<file path="config.mk">
export PLATFORM = sky130hd
export DESIGN_NAME = arith_series_acc
export DESIGN_NICKNAME = d
export VERILOG_FILES = /design/src/rtl/arith_series_acc.sv
export SDC_FILE = /design/constraint.sdc
export NUM_CORES = 2
export LEC_CHECK = 0
export CAP_MARGIN = 20
export CORE_MARGIN = 1.5
export CORE_UTILIZATION = 40
export DETAILED_ROUTE_END_ITERATION = 8
export PLACE_DENSITY = 0.62
export SYNTH_ARGS = -nofsm -noshare
export SYNTH_HDL_FRONTEND = slang
export SYNTH_SLANG_ARGS = --single-unit
</file>
<file path="constraint.sdc">
create_clock -name clk -period 7.2 [get_ports clk]
set_input_delay 1.44 -clock clk [delete_from_list [all_inputs] [get_ports clk]]
set_output_delay 1.44 -clock clk [all_outputs]
set_load 0.03 [all_outputs]
</file>
<file path="src/rtl/arith_series_acc.sv">
// Series accumulator: sums i*step or i*i for i < n.
// Loadable bound/step/mode, sticky overflow, start/busy/done handshake.
module arith_series_acc #(
   parameter int WIDTH        = 19,
   parameter int DEFAULT_N    = 150,
   parameter int DEFAULT_STEP = 1,
   parameter int AUTO_START   = 1
) (
   input  logic             clk,
   input  logic             rst,
   input  logic             start,
   input  logic [WIDTH-1:0] n_in,
   input  logic [WIDTH-1:0] step_in,
   input  logic             mode_in,
   output logic [WIDTH-1:0] i_out,
   output logic [WIDTH-1:0] sum_out,
   output logic             busy,
   output logic             done,
   output logic             ovf
);

   typedef enum logic [1:0] {
      IDLE = 2'd0,
      RUN  = 2'd1,
      DONE = 2'd2
   } state_t;

   localparam state_t RST_STATE =
      (AUTO_START != 0) ? RUN : IDLE;

   state_t state, state_nx;

   logic [WIDTH-1:0] i, n, step, sum;
   logic             mode, ovf_q;
   logic             load, advance;

   logic [2*WIDTH-1:0] wide_i, wide_step, term;
   logic [WIDTH:0]     add;

   always_ff @(posedge clk) begin
      if (rst) state <= RST_STATE;
      else     state <= state_nx;
   end

   always_comb begin
      state_nx = state;
      load     = 1'b0;
      advance  = 1'b0;
      unique case (state)
         IDLE, DONE: begin
            if (start) begin
               state_nx = RUN;
               load     = 1'b1;
            end
         end
         RUN: begin
            if (i < n) advance  = 1'b1;
            else       state_nx = DONE;
         end
         default: state_nx = IDLE;
      endcase
   end

   // Full-width product so the term overflow is visible.
   always_comb begin
      wide_i    = {{WIDTH{1'b0}}, i};
      wide_step = {{WIDTH{1'b0}}, step};
      term      = mode ? wide_i * wide_i
                       : wide_i * wide_step;
      add       = {1'b0, sum} + {1'b0, term[WIDTH-1:0]};
   end

   always_ff @(posedge clk) begin
      if (rst) begin
         i     <= '0;
         sum   <= '0;
         ovf_q <= 1'b0;
         n     <= WIDTH'(DEFAULT_N);
         step  <= WIDTH'(DEFAULT_STEP);
         mode  <= 1'b0;
      end else if (load) begin
         i     <= '0;
         sum   <= '0;
         ovf_q <= 1'b0;
         n     <= n_in;
         step  <= step_in;
         mode  <= mode_in;
      end else if (advance) begin
         i     <= i + 1'b1;
         sum   <= add[WIDTH-1:0];
         ovf_q <= ovf_q
                | (|term[2*WIDTH-1:WIDTH])
                | add[WIDTH];
      end
   end

   assign i_out   = i;
   assign sum_out = sum;
   assign ovf     = ovf_q;
   assign busy    = (state == RUN);
   assign done    = (state == DONE);

endmodule
</file>
### Yosys cells after proc, flatten, opt, wreduce, memory -nomap -nowiden

Index checks and enable logic that the tools add are counted.
Widths: inputs -> output; s select.

* register bits: 80
* input port bits: 42
* word-level logic and storage cells: 31

* add/sub/neg operators: 2
* multiply operators: 2
* magnitude comparators: 1
* eq/ne operators: 4
* muxes and demuxes: 8
* bitwise logic cells: 2
* reductions and logical operators: 5

Operators with widths (number)
* $mul 19x19->38: 2
* $mux 38: 1
* $add 19x19->20: 1
* $add 19x1->19 const B: 1
* $lt 19x19->1: 1
* $reduce_or 19->1: 1
* $mux 1: 4
* $mux 2: 2
* $ne 2x2->1 const B: 2
* $pmux 2 s2: 1
* $reduce_or 2->1: 2
* $eq 2x1->1 const B: 1
* $eq 2x2->1 const B: 1
* $logic_not 2->1: 1
* $or 1x1->1: 2
* $reduce_and 2->1: 1

### Longest topological paths before layout

* depth after elaboration: 5
* mapped depth: 34

### Least setup slack after synthesis

No wires, ideal clock.

* path kind: register -> register
* start point: reg i[6] (netlist: i_out[6])
* end point: reg ovf_q (netlist: ovf)
* setup time: 0.115 ns
* data arrival time: 7.471 ns
* path slack: -0.386 ns
* cell stages (with the launch flop): 34
* path buffers: 2
* cell sequence: dfxtp_1 clkbuf_1 clkbuf_1 and2_1 fa_1 fa_1 inv_1 fa_1 inv_1 fa_1 ha_1 inv_1 fa_1 inv_1 ha_1 or3_1 and2_1 o21a_1 a21oi_1 xnor2_1 nor2_1 a21oi_1 ha_1 and3_1 and2_1 a21oi_1 nand2_1 a31oi_1 o2111ai_1 a21oi_1 nor2_1 a2111oi_4 nand4_1 and3_1

* longest elaborated chain between the ends: 5

RTL lines
* start: declaration: line 33 `logic [WIDTH-1:0] i, n, step, sum;`
* start signal: assignment: line 89 `i <= i + 1'b1;`
* parallel branches: the longest is 5 deep, another holds $mul 19x19->38
* end signal: assignment: line 91 `ovf_q <= ovf_q`
* end: declaration: line 34 `logic mode, ovf_q;`

Parallel ways; which one is timed is not known.
A chain may end at the register's enable or synchronous reset.

### Final worst setup path

* start point: reg step[1]
* end point: reg ovf_q (netlist: ovf)

* longest elaborated chain between the ends: 5

RTL lines
* start: declaration: line 33
* start signal: assignment: line 79 `step <= WIDTH'(DEFAULT_STEP);`
* start signal: assignment: line 86 `step <= step_in;`
* $mul 19x19->38 (*): line 69 `: wide_i * wide_step;`
* $mux 38 (*): line 68 `term = mode ? wide_i * wide_i`
* parallel branches: the longest is 2 deep, another holds $add 19x19->20
* $or 1x1->1 (*): line 93 `| add[WIDTH];`

Mark *: on every way between the ends.

==> run_results.csv <==
group,metric,value,unit
worst_setup_path,endpoint_kind,"flop",
die,initial_core_util,40.3,%
routing,wire_per_inst,17.0,um
layout,utilization,46.9,%
die,die_h,263,um
routing,wl,70.8,mm
logic_synthesis,seq_area_frac_synth,5.94,%
clocking,clock_path_buffers,2,
logic_synthesis,ys_async_sr_fraction,0,%
logic_synthesis,synth_flop_cell,"dfxtp_1",
logic_synthesis,synth.top_cell.area_share,40.0,%
job,cap_violations,0,
logic_synthesis,syn_inst,3115,
die,die_w,263,um
logic_synthesis,synth_area_leaders,"fa_1 40%, ha_1 13%, inv_1 9.6%",
placed_design,placedInstanceArea,30200,um2
power,p_leak,14.7,nW
sta,tightest_slew,0.906,ns
worst_setup_path,cp.arrival,7.32,ns
worst_setup_path,rr_endpoint,"ovf$_SDFFE_PP0P_",
clocking,clk_pin_slew,0.08,ns
routing,firstDrtPassIters,5,
clocking,cts_tree,"done",
global_route,grt_max_degree,44,
global_route,grt_overflow,0,
sta,fin_crit_sh,97.7,%
die,dieArea,69000,um2
logic_synthesis,yosysUniqueCellTypes,77,
worst_setup_path,r2r_slack,0.16,ns
worst_setup_path,rr_startpoint,"step[1]$_SDFFE_PP0P_",
routing,drc,0,
die,core,66900,um2
placed_design,dp_hpwl,58.8,mm
clocking,root_buffer,"clkbuf_16",
placed_design,port_buffers,82,
placed_design,dp.cells,4122,
layout,fin_cells,4171,
clocking,clk_latency,0.39,ns
logic_synthesis,ys_seq_elements,80,
sta,rsz0062_at_grt,"yes",
worst_setup_path,reg2reg_depth,27,
logic_synthesis,synth-edff-count,0,
sta,fmax,0.142,GHz
sta,slew_viol_final,0,
layout,layout.nets,4152,
logic_synthesis,synth_nets,3975,
worst_setup_path,cp-start-kind,"flop",
sta,finalSetupTns,0,ns
power,vdd_drop_max,0.000123,V
global_route,first_global_vias,21500,
worst_hold_path,min_from,"step[18]$_SDFFE_PP0P_",
layout,drive_above_1_share,12.5,%
die,io_pins,83,
global_route,antenna_found_initial,0,
logic_synthesis,yosysWarnings,0,
routing,viasPerCell,5.00,
sta,relSlewSlack,39.0,%
routing,drt_iter0_drc,1227,
worst_hold_path,worstHoldPathCells,2,
routing,ant_nets,0,
layout,area_growth,16.3,%
status,status,"finished clean",
power,powerDensity,48.1,nW/um2
sta,whs,0.456,ns
logic_synthesis,avgSynthCellArea,8.66,um2
placed_design,gp_congestion,0.907,
clocking,numCtsBuffers,9,
worst_setup_path,required,7.48,ns
routing,num_vias,20900,
layout,design_area,31400,um2
global_route,grt_pass1_wl,116,mm
sta,min_period,7.04,ns
logic_synthesis,syn-cell-area,27000,um2
worst_hold_path,hold_class,"flop to flop",
worst_setup_path,path_max_fanout,6,
worst_hold_path,holdPathEnd,"step[18]$_SDFFE_PP0P_",
sta,skew,0.0145,ns
sta,setup_viol,0,
die,rows,95,
logic_synthesis,synth_area_leader_cell,"fa_1",
global_route,track_usage,21.0,%
worst_setup_path,criticalPathCategory,"flop to flop",
clocking,ctsHtreeMaxLevel,3,
clocking,clock-sinks,80,
sta,hold_viol_final,0,
==> power breakdown <==
group / switching [mW] / internal, mW / total, mW
clock: 0.247 / 0.312 / 0.559
sequential: 0.0496 / 0.466 / 0.515
combinational: 0.248 / 0.188 / 0.436
total: 0.545 / 0.965 / 1.51
==> cells in the mapped netlist, types with 5 or more instances <==
library cell / instances
o21a_1: 14
inv_1: 689
buf_1: 5
a21oi_1: 115
xor2_1: 29
o2111ai_1: 8
nand3_1: 21
and3_1: 15
mux2_2: 7
a211oi_1: 18
o31ai_1: 12
clkbuf_1: 143
o21bai_1: 9
a211o_1: 9
mux2i_1: 21
o21ai_0: 47
a31oi_1: 9
nand2_1: 384
nor4_1: 9
buf_2: 9
and2_1: 289
fa_1: 539
ha_1: 279
nor3_1: 13
nor2_1: 95
dfxtp_1: 80
nor2b_1: 11
o21ai_1: 6
or3_1: 9
o211ai_1: 7
xnor2_1: 54
nand4_1: 22
a21o_1: 39
nand2b_1: 20
==> logic make-up after synthesis <==
group | Yosys count | share of synthesized area, %
AND/OR/NAND/NOR | 912 | 16.7
buffers and inverters | 853 | 12.1
AO/OA/AOI/OAI | 341 | 8.58
adder cells (fa/ha/maj) | 818 | 52.9
multiplexers | 28 | 1.07
flip-flops | 80 | 5.94
XOR/XNOR | 83 | 2.69
==> worst max-delay path, cell delays in order, from the launching register on <==
cell and delay, ns:
dfxtp_4 0.36, buf_4 0.14, buf_4 0.15, and2_1 0.17, fa_1 0.46, fa_1 0.54
inv_1 0.05, fa_1 0.47, inv_1 0.05, fa_1 0.48, fa_1 0.56, inv_1 0.06
fa_1 0.49, inv_1 0.05, ha_1 0.36, buf_4 0.17, nand4_1 0.15, nor2_2 0.20
o2111ai_1 0.23, nand3_2 0.21, a41oi_2 0.14, xnor2_1 0.16, or4_4 0.54, nor3_2 0.11
and4b_1 0.21, buf_6 0.12, nand4_1 0.08, and3_1 0.19
==> worst max-delay path by stage <==
stage                            from               end  slack, ns  depth (start not counted)
6_report         step[1]$_SDFFE_PP0P_  ovf$_SDFFE_PP0P_       0.16                         27
5_1_grt          step[3]$_SDFFE_PP0P_  ovf$_SDFFE_PP0P_      -0.16                         29
4_1_cts          step[1]$_SDFFE_PP0P_  ovf$_SDFFE_PP0P_      0.003                         32
3_5_place_dp     step[1]$_SDFFE_PP0P_  ovf$_SDFFE_PP0P_      -0.15                         32
3_3_place_gp   i_out[13]$_SDFFE_PP0P_  ovf$_SDFFE_PP0P_      -0.04                         26
2_1_floorplan   i_out[6]$_SDFFE_PP0P_  ovf$_SDFFE_PP0P_     0.0008                         33
==> sequential cells by signal (all words and copies together) (netlist names) <==
signal,count
i_out,19
n,19
step,19
sum_out,19
state,2
mode,1
ovf,1
==> final cells by class <==
cell class,instances,area [um2]
tap,873,1090
sequential,80,1660
multi-input combinational,2182,22600
fill,6505,35500
antenna,1,2.50
timing repair buffer,330,3070
clock inverter,7,111
clock buffer,9,225
inverter,689,2590
==> what timing repair did <==
action                                  4_1_cts  5_1_grt
gates cloned                                  0        1
gates resized for setup                       9      137
pin swaps                                     4       61
setup buffers                                 1       30
endpoints found under the setup margin        1        5
hold buffers                                  0        0
==> per-stage QoR <==
step	total power [mW]	setup slack, ns
global route	1.58	-0.160
floorplan	0.727	0.000846
CTS	1.50	0.00295
finish	1.51	0.165
global placement	0.927	-0.0394
detailed placement	0.931	-0.147
==> layer usage <==
layer  global-route usage (%)  up-vias  wire, um
met3                     2.54       49      2870
met2                     35.0      370     34100
li1                         -     9853         -
met4                     3.33        0       955
met5                        0        -         0
met1                     29.8    10600     32900
==> cells in the final DEF, fill, tap and decap left out, types with 59 or more instances in the layout <==
cell type,n
buf_4,211
nor2_1,86
ha_1,263
inv_1,682
and2_1,279
dfxtp_1,59
clkdlybuf4s50_1,81
nand2_1,381
a21oi_1,107
fa_1,528
No activity file was read; power rests on OpenSTA's default activity.
